## src/rtl/multicycle_control_pkg.sv

```systemverilog
// Shared definitions for the multi-cycle MIPS control unit:
// opcodes, functs, ALU control codes, mux selects and state encodings.
package multicycle_control_pkg;

  typedef enum logic [3:0] {
    S_FETCH  = 4'd0,
    S_DECODE = 4'd1,
    S_MEMADR = 4'd2,
    S_MEMRD  = 4'd3,
    S_MEMWB  = 4'd4,
    S_MEMWR  = 4'd5,
    S_EXEC   = 4'd6,
    S_ALUWB  = 4'd7,
    S_BRANCH = 4'd8,
    S_ADDIEX = 4'd9,
    S_ADDIWB = 4'd10,
    S_JUMP   = 4'd11,
    S_TRAP   = 4'd12
  } state_t;

  localparam logic [5:0] OP_RTYPE = 6'h00;
  localparam logic [5:0] OP_J     = 6'h02;
  localparam logic [5:0] OP_BEQ   = 6'h04;
  localparam logic [5:0] OP_ADDI  = 6'h08;
  localparam logic [5:0] OP_LW    = 6'h23;
  localparam logic [5:0] OP_SW    = 6'h2B;

  localparam logic [5:0] FN_ADD = 6'h20;
  localparam logic [5:0] FN_SUB = 6'h22;
  localparam logic [5:0] FN_AND = 6'h24;
  localparam logic [5:0] FN_OR  = 6'h25;
  localparam logic [5:0] FN_SLT = 6'h2A;

  localparam logic [2:0] ALU_AND = 3'b000;
  localparam logic [2:0] ALU_OR  = 3'b001;
  localparam logic [2:0] ALU_ADD = 3'b010;
  localparam logic [2:0] ALU_SUB = 3'b110;
  localparam logic [2:0] ALU_SLT = 3'b111;

  localparam logic [1:0] PCS_ALU    = 2'b00;
  localparam logic [1:0] PCS_ALUOUT = 2'b01;
  localparam logic [1:0] PCS_JUMP   = 2'b10;

  localparam logic [1:0] BSEL_B    = 2'b00;
  localparam logic [1:0] BSEL_FOUR = 2'b01;
  localparam logic [1:0] BSEL_IMM  = 2'b10;
  localparam logic [1:0] BSEL_BR   = 2'b11;

endpackage

```

## src/rtl/multicycle_control_alu_decoder.sv

```systemverilog
// R-type funct to ALU control decoder.
// Unknown functs report funct_valid=0 and fall back to add.
module multicycle_control_alu_decoder
  import multicycle_control_pkg::*;
(
  input  logic [5:0] funct,
  output logic [2:0] alu_control,
  output logic       funct_valid
);

  always_comb begin
    alu_control = ALU_ADD;
    funct_valid = 1'b1;
    unique case (1'b1)
      (funct == FN_ADD): alu_control = ALU_ADD;
      (funct == FN_SUB): alu_control = ALU_SUB;
      (funct == FN_AND): alu_control = ALU_AND;
      (funct == FN_OR):  alu_control = ALU_OR;
      (funct == FN_SLT): alu_control = ALU_SLT;
      default: begin
        alu_control = ALU_ADD;
        funct_valid = 1'b0;
      end
    endcase
  end

endmodule

```

## src/rtl/multicycle_control.sv

```systemverilog
// Multi-cycle MIPS control FSM: sequences shared ALU, memory,
// register file and PC muxes, stalling on the memory ready handshake.
module multicycle_control
  import multicycle_control_pkg::*;
#(
  parameter bit TRAP_ON_ILLEGAL = 1'b1
) (
  input  logic       clk,
  input  logic       rst,
  input  logic [5:0] opcode,
  input  logic [5:0] funct,
  input  logic       zero,
  input  logic       mem_ready,
  output logic       mem_read,
  output logic       mem_write,
  output logic       iord,
  output logic       ir_write,
  output logic       pc_en,
  output logic [1:0] pc_source,
  output logic       alu_src_a,
  output logic [1:0] alu_src_b,
  output logic [2:0] alu_control,
  output logic       reg_write,
  output logic       reg_dst,
  output logic       mem_to_reg,
  output logic       instr_done,
  output logic       trap,
  output logic [3:0] state_out
);

  state_t     state;
  state_t     state_nxt;
  logic [2:0] dec_alu;
  logic       funct_valid;

  multicycle_control_alu_decoder u_alu_dec (
    .funct       (funct),
    .alu_control (dec_alu),
    .funct_valid (funct_valid)
  );

  always_ff @(posedge clk or posedge rst) begin
    if (rst) begin
      state <= S_FETCH;
    end else begin
      state <= state_nxt;
    end
  end

  always_comb begin
    state_nxt   = state;
    mem_read    = 1'b0;
    mem_write   = 1'b0;
    iord        = 1'b0;
    ir_write    = 1'b0;
    pc_en       = 1'b0;
    pc_source   = PCS_ALU;
    alu_src_a   = 1'b0;
    alu_src_b   = BSEL_B;
    alu_control = ALU_ADD;
    reg_write   = 1'b0;
    reg_dst     = 1'b0;
    mem_to_reg  = 1'b0;
    instr_done  = 1'b0;
    trap        = 1'b0;

    case (state)
      S_FETCH: begin
        mem_read  = 1'b1;
        alu_src_b = BSEL_FOUR;
        ir_write  = mem_ready;
        pc_en     = mem_ready;
        if (mem_ready) begin
          state_nxt = S_DECODE;
        end
      end

      // Branch target is computed speculatively into ALUOut here.
      S_DECODE: begin
        alu_src_b = BSEL_BR;
        unique case (1'b1)
          (opcode == OP_RTYPE):
            state_nxt = S_EXEC;
          (opcode == OP_LW || opcode == OP_SW):
            state_nxt = S_MEMADR;
          (opcode == OP_BEQ):
            state_nxt = S_BRANCH;
          (opcode == OP_ADDI):
            state_nxt = S_ADDIEX;
          (opcode == OP_J):
            state_nxt = S_JUMP;
          default: begin
            if (TRAP_ON_ILLEGAL) begin
              state_nxt = S_TRAP;
            end else begin
              state_nxt  = S_FETCH;
              instr_done = 1'b1;
            end
          end
        endcase
      end

      S_MEMADR: begin
        alu_src_a = 1'b1;
        alu_src_b = BSEL_IMM;
        state_nxt = (opcode == OP_SW) ? S_MEMWR : S_MEMRD;
      end

      S_MEMRD: begin
        mem_read = 1'b1;
        iord     = 1'b1;
        if (mem_ready) begin
          state_nxt = S_MEMWB;
        end
      end

      S_MEMWB: begin
        reg_write  = 1'b1;
        mem_to_reg = 1'b1;
        instr_done = 1'b1;
        state_nxt  = S_FETCH;
      end

      S_MEMWR: begin
        mem_write  = 1'b1;
        iord       = 1'b1;
        instr_done = mem_ready;
        if (mem_ready) begin
          state_nxt = S_FETCH;
        end
      end

      S_EXEC: begin
        alu_src_a   = 1'b1;
        alu_control = dec_alu;
        if (funct_valid) begin
          state_nxt = S_ALUWB;
        end else if (TRAP_ON_ILLEGAL) begin
          state_nxt = S_TRAP;
        end else begin
          state_nxt  = S_FETCH;
          instr_done = 1'b1;
        end
      end

      S_ALUWB: begin
        reg_write  = 1'b1;
        reg_dst    = 1'b1;
        instr_done = 1'b1;
        state_nxt  = S_FETCH;
      end

      S_BRANCH: begin
        alu_src_a   = 1'b1;
        alu_control = ALU_SUB;
        pc_source   = PCS_ALUOUT;
        pc_en       = zero;
        instr_done  = 1'b1;
        state_nxt   = S_FETCH;
      end

      S_ADDIEX: begin
        alu_src_a = 1'b1;
        alu_src_b = BSEL_IMM;
        state_nxt = S_ADDIWB;
      end

      S_ADDIWB: begin
        reg_write  = 1'b1;
        instr_done = 1'b1;
        state_nxt  = S_FETCH;
      end

      S_JUMP: begin
        pc_source  = PCS_JUMP;
        pc_en      = 1'b1;
        instr_done = 1'b1;
        state_nxt  = S_FETCH;
      end

      S_TRAP: begin
        trap      = 1'b1;
        state_nxt = S_TRAP;
      end

      default: begin
        state_nxt = S_FETCH;
      end
    endcase

    // Reset must silence every strobe in the same cycle it asserts.
    if (rst) begin
      mem_read    = 1'b0;
      mem_write   = 1'b0;
      iord        = 1'b0;
      ir_write    = 1'b0;
      pc_en       = 1'b0;
      pc_source   = 2'b00;
      alu_src_a   = 1'b0;
      alu_src_b   = 2'b00;
      alu_control = 3'b000;
      reg_write   = 1'b0;
      reg_dst     = 1'b0;
      mem_to_reg  = 1'b0;
      instr_done  = 1'b0;
      trap        = 1'b0;
    end
  end

  assign state_out = rst ? 4'd0 : state;

endmodule

```

## config.mk

```make
export PLATFORM = sky130hd
export DESIGN_NAME = multicycle_control
export DESIGN_NICKNAME = d
export VERILOG_FILES = /design/src/rtl/multicycle_control_pkg.sv /design/src/rtl/multicycle_control_alu_decoder.sv /design/src/rtl/multicycle_control.sv
export SDC_FILE = /design/constraint.sdc
export NUM_CORES = 1
export LEC_CHECK = 0
export BUFFER_PORTS_ARGS = -buffer_cell sky130_fd_sc_hd__buf_2
export CELL_PAD_IN_SITES_DETAIL_PLACEMENT = 1
export CELL_PAD_IN_SITES_GLOBAL_PLACEMENT = 2
export CORE_MARGIN = 2
export CORE_UTILIZATION = 20
export DETAILED_ROUTE_END_ITERATION = 8
export PLACE_DENSITY_LB_ADDON = 0.1
export SLEW_MARGIN = 20
export SYNTH_ARGS = -nofsm -noshare
export SYNTH_HDL_FRONTEND = slang
export SYNTH_HIERARCHICAL = 1
export SYNTH_SLANG_ARGS = --single-unit
export TNS_END_PERCENT = 100
```

## constraint.sdc

```tcl
create_clock -name clk -period 1.28 [get_ports clk]
set_input_delay 0.064 -clock clk [delete_from_list [all_inputs] [get_ports clk]]
set_output_delay 0.064 -clock clk [all_outputs]
set_load 0.01 [all_outputs]
```

==> results of run 1 <==
## worst paths after layout
path	end	depth (start not counted)	from	slack [ps]
max	pc_en	6	state[0]	-210
max in group asynchronous	state[2]	4	rst	540
max reg2reg	state[2]	5	state[1]	-110
min in group asynchronous	state[3]	4	rst	550
min	state[0]	4	opcode[4]	250
min reg2reg	state[1]	2	state[2]	750
## worst register-to-register path: stages (launching register included)
cell	delay, ps
dfrtp_2	450
buf_6	150
nor3b_2	270
a21oi_1	100
o31a_1	240
o21ai_1	80
## cell usage after synthesis, drive strengths merged
master / instances
nand3: 2
and3: 5
a31oi: 3
a2111oi: 1
nor3: 10
buf: 2
o2bb2ai: 1
or4: 2
nor4: 1
a22oi: 3
nor2b: 15
nand2: 11
dfrtp: 4
o31a: 1
or4bb: 2
mux2: 1
clkbuf: 6
or3: 2
a221oi: 1
a211oi: 1
and4: 1
nor3b: 2
or4b: 1
xnor2: 3
inv: 3
or2: 1
nor2: 7
o31ai: 3
o21ai: 1
nor4b: 1
a21oi: 7
a21bo: 1
and2: 1
nand2b: 4
## logic make-up after synthesis
kind of cell	after synthesis	share of synthesized area
muxes	1	0.0153
DFF	4	0.136
AOI/OAI and AO/OA	23	0.220
xor gates and xnor gates	3	0.0356
buffers and inverters	11	0.0593
and+or+nand+nor	68	0.534
## cell type report
class	count	area (sq um)
well taps	48	60.1
fillers	445	1980
inverters	3	11.3
flip-flops and latches	4	105
clock buffers	3	41.3
multi-input cells	95	797
repair buffers	84	616
## repair_timing
action	CTS	global route
hold endpoints to repair	4	0
gates resized for setup	45	18
setup buffers	10	4
pin swaps	12	7
setup endpoints to repair	24	24
hold buffers	1	0
gates cloned	1	0
## metrics by stage
stage	setup WS [ps]	area [sq um]	std cells	util	total power [W]
2_1_floorplan	3.81	754	110	-	0.00111
3_3_place_gp	-132	1210	220	0.337	0.00194
3_5_place_dp	-162	1210	220	0.337	0.00197
4_1_cts	-212	1510	234	0.420	0.00288
5_1_grt	-280	1630	237	0.452	0.00335
6_report	-211	1630	237	0.452	0.00312
## power by group
group / leakage, nW / switching [W] / internal (W)
combinational: 0.686 / 0.00112 / 0.00141
sequential: 0.0465 / 0.000134 / 0.000194
clock: 0.0216 / 0.0000632 / 0.000200
total: 0.754 / 0.00131 / 0.00181
## layer usage
metal | wire length (um) | track usage
met1 | 1430 | 0.201
met3 | 118 | 0.0122
met4 | 30 | 0.0505
met2 | 1810 | 0.312
met5 | 0 | 0
==> out/qor.yml, run 1 <==
fin_crit_sh: 1.17
ant_nets: 0
clock_sinks: 4
grt_pass1_vias: 1178
dr.first_iter.drc_count: 32
hold_path.class: "in -> reg"
layout_setup_ws_ps: -211
power.density_nw_per_um2: 1910
start_util: 0.205
viasPerCell: 4.77
wire_per_inst_um: 14.3
largest_register_ffs: 4
synthCells: 110
grt_first_pass_wirelength_um: 5530
fin_nets: 207
globalplace.congestion: 0.802
slew_headroom: 0.797
critPathMaxStageDelay_ps: 480
setup-tns-final_ps: -2960
yosys.area.top_type_share: 0.136
rsz0062_at_grt: "yes"
coreArea_sq_um: 3610
ys_seq_area_frac: 0.136
p_leak_nw: 0.754
die_x_um: 64.8
ys_ff_latch: 4
report.final.slew_viol_count: 0
worstSkewPairLatency_ps: 220
violations: "negative setup slack"
cts_tree: "yes"
cts_max_level: 1
cts_buffers: 3
avgSynthCellArea_sq_um: 6.71
portBuffers: 37
grt_overflow: 0
maxCapViolCount: 0
fp.dieH_um: 64.8
layout_common_cells: "34 x buf_2, 31 x buf_4, 18 x buf_6"
critical_path_required_ps: 1220
die-area_sq_um: 4190
cp_data_arrival_time_ps: 1430
drt_wl_total_um: 3380
critPathSlowestCell: "dfrtp_2"
antenna_found_initial: 0
first_pass_iters: 4
status: "finished, violations left"
timing.hold.ws_ps: 252
ios: 38
yosysUniqueCellTypes: 36
clockRootBuffer: "clkbuf_8"
path_buf_inv: 2
max_freq_mhz: 670
drcViolationCount: 0
critPathTopFamily: "flip-flops"
ir_worst_vdd_mv: 0.477
cts_max_path_buffers: 2
vias: 1130
setup_viol: 22
diodes: 0
clkTransAtPathRegs_ps: 30
synthTopCellsByArea: "dfrtp_1 14%, nor2b_1 13%, nor3_1 6.8%"
crit_type: "reg -> out"
grt_start_max_net_pins: 9
cp-start-kind: "flip-flop"
yosysWarnings: 6
netlist_area_sq_um: 738
syn2layout_area_growth_pct: 121
cp-end-kind: "output port"
finalClockSkew_ps: 4.08
largest-register: "state"
tightest_slew_ps: 300
final_common_cell: "buf_2"
dp_hpwl_um: 2520
track_usage: 0.167
reg_top3: "state: 4 flops"
drive_above_1_share: 0.683
crit_path_max_fanout: 8
crit_chain: "buf_6 > nor2_4 > nand2_1 > a21bo_2 > a21oi_2 > buf_2"
hold_violations: 0
syn-num-nets: 126
fp-row-count: 22
synth_top_area_cell: "dfrtp_1"
min_period_ps: 1490
(Power assumes the default switching activity.)
==> inputs of run 2 (changes only) <==
Settings changed: RECOVER_POWER set to 100.
==> run 2 against run 1 <==
Against the previous run: the flow still finishes with violations (negative setup slack); cell count is the same; clock skew unchanged; fmax about the same; first-iteration DRC count unchanged; clock power hardly changed; critical path type unchanged; critical endpoint unchanged; largest power group unchanged.
==> out/qor.yml, run 2 (synthesis results as in run 1) <==
grt_overflow: 0  # unchanged
drt_wl_total_um: 3380  # about the same
largest-register: "state"
ff2ff_path_depth: 5  # unchanged
reg_top3: "state: 4 flops"
antenna_found_initial: 0  # unchanged
dp_hpwl_um: 2520  # unchanged
holdPathStages: 4  # unchanged
min_period_ps: 1490  # -0.0380 ps
track_usage: 0.167  # unchanged
layout_setup_ws_ps: -211  # +0.0380 ps
slew_headroom: 0.796  # about the same
largest_register_ffs: 4  # unchanged
cp-end-kind: "output port"
p_int_w: 0.00180  # about the same
clockRootBuffer: "clkbuf_8"
start_util: 0.205  # unchanged
clock_sinks: 4  # unchanged
cts_buffers: 3  # unchanged
fp.dieH_um: 64.8  # unchanged
ir_worst_vdd_mv: 0.477  # about the same
coreArea_sq_um: 3610  # unchanged
p_clk_frac: 0.084  # about the same
rsz0062_at_grt: "yes"
p_switching_w: 0.00131  # +0.16%
wire_per_inst_um: 14.3  # about the same
ant_nets: 0  # unchanged
cp-start-kind: "flip-flop"
globalplace.congestion: 0.802  # unchanged
viasPerCell: 4.76  # about the same
crit_path_max_fanout: 8  # unchanged
cts_tree: "yes"
fp-row-count: 22  # unchanged
violations: "negative setup slack"
hold_violations: 0  # unchanged
status: "finished, violations left"
drcViolationCount: 0  # unchanged
grt_start_max_net_pins: 9  # unchanged
syn2layout_area_growth_pct: 120
fin_crit_sh: 1.17  # about the same
power.total_w: 0.00312  # about the same
power.share.sequential: 0.105  # about the same
setup-tns-final_ps: -2960  # +2.15 ps
cts_max_path_buffers: 2  # unchanged
final_common_cell: "buf_2"
combPwrFrac: 0.810  # about the same
report.final.slew_viol_count: 0  # unchanged
clkTransAtPathRegs_ps: 30  # about the same
die-area_sq_um: 4190  # unchanged
dr.first_iter.drc_count: 32  # unchanged
tightest_slew_ps: 301  # +0.715 ps
timing.hold.ws_ps: 251  # -0.0380 ps
maxCapViolCount: 0  # unchanged
critical_path_required_ps: 1220  # about the same
diodes: 0  # unchanged
fin_nets: 207  # unchanged
grt_first_pass_wirelength_um: 5530  # unchanged
ios: 38  # unchanged
vias: 1129  # -0.088%
drive_above_1_share: 0.677  # -0.00529
fillers: 446  # +0.22%
p_leak_nw: 0.750  # -0.62%
finalClockSkew_ps: 4.08  # unchanged
hold_path.class: "in -> reg"
power.density_nw_per_um2: 1920  # +0.24%
die_x_um: 64.8  # unchanged
dp.cells: 220  # unchanged
cts_max_level: 1  # unchanged
worstSkewPairLatency_ps: 220  # about the same
sw_frac_of_total: 0.422  # +0.000608
layout_common_cells: "32 x buf_2, 30 x buf_4, 18 x buf_6"
fin_cells: 237  # unchanged
grt_pass1_vias: 1178  # unchanged
portBuffers: 37  # unchanged
first_pass_iters: 4  # unchanged
max_freq_mhz: 671  # about the same
cp_data_arrival_time_ps: 1430  # about the same
setup_viol: 22  # unchanged
crit_type: "reg -> out"
## run 2: final timing paths
path | slack, ps | to | start
hold / removal | 250 | state[0] | opcode[4]
setup reg to reg | -110 | state[2] | state[1]
hold reg to reg | 750 | state[1] | state[2]
max in group asynchronous | 490 | state[2] | rst
setup / recovery | -210 | pc_en | state[0]
min in group asynchronous | 600 | state[3] | rst
## run 2: worst max-delay path, cell delays in order (launching register included)
cell and delay [ps]:
dfrtp_2 480, buf_6 150, nor2_4 80, nand2_1 60, a21bo_2 190, a21oi_2 120
buf_2 130
## run 2: power by group through the flow
stage | sequential [W] | combinational, W | clock, W
floorplan | 0.000223 | 0.000887 | 0
global placement | 0.000282 | 0.00166 | 0
detailed placement | 0.000288 | 0.00168 | 0
CTS | 0.000325 | 0.00229 | 0.000267
global route | 0.000336 | 0.00273 | 0.000279
finish | 0.000328 | 0.00253 | 0.000263
## run 2: through the flow
stage / utilization / setup slack, ps / instance area, sq um
CTS: 0.420 / -212 / 1510
global route: 0.451 / -280 / 1630
finish: 0.451 / -211 / 1630
floorplan: - / 3.81 / 754
detailed placement: 0.337 / -162 / 1210
global placement: 0.337 / -132 / 1210
## run 2: routing by layer
layer	global-route usage	up-vias	wire length, um
li1	-	557	-
met1	0.201	541	1430
met2	0.312	27	1810
met3	0.0122	4	117
met4	0.0505	0	30
met5	0	-	0
## run 2: what timing repair did
item	in CTS	in global routing
endpoints found under the hold margin	4	0
setup buffers	10	4
setup endpoints to repair	24	24
resized for setup	45	18
cloned	1	0
hold buffers	1	0
pin swaps	12	7
## run 2: area by class of cell
| class | count | area, sq um | share of cell area |
|---|---|---|---|
| multi-input cells | 95 | 797 | 0.490 |
| repair buffers | 84 | 612 | 0.376 |
| flip-flops and latches | 4 | 105 | 0.0646 |
| well taps | 48 | 60.1 | 0.0369 |
| clock buffers | 3 | 41.3 | 0.0254 |
| inverters | 3 | 11.3 | 0.00692 |
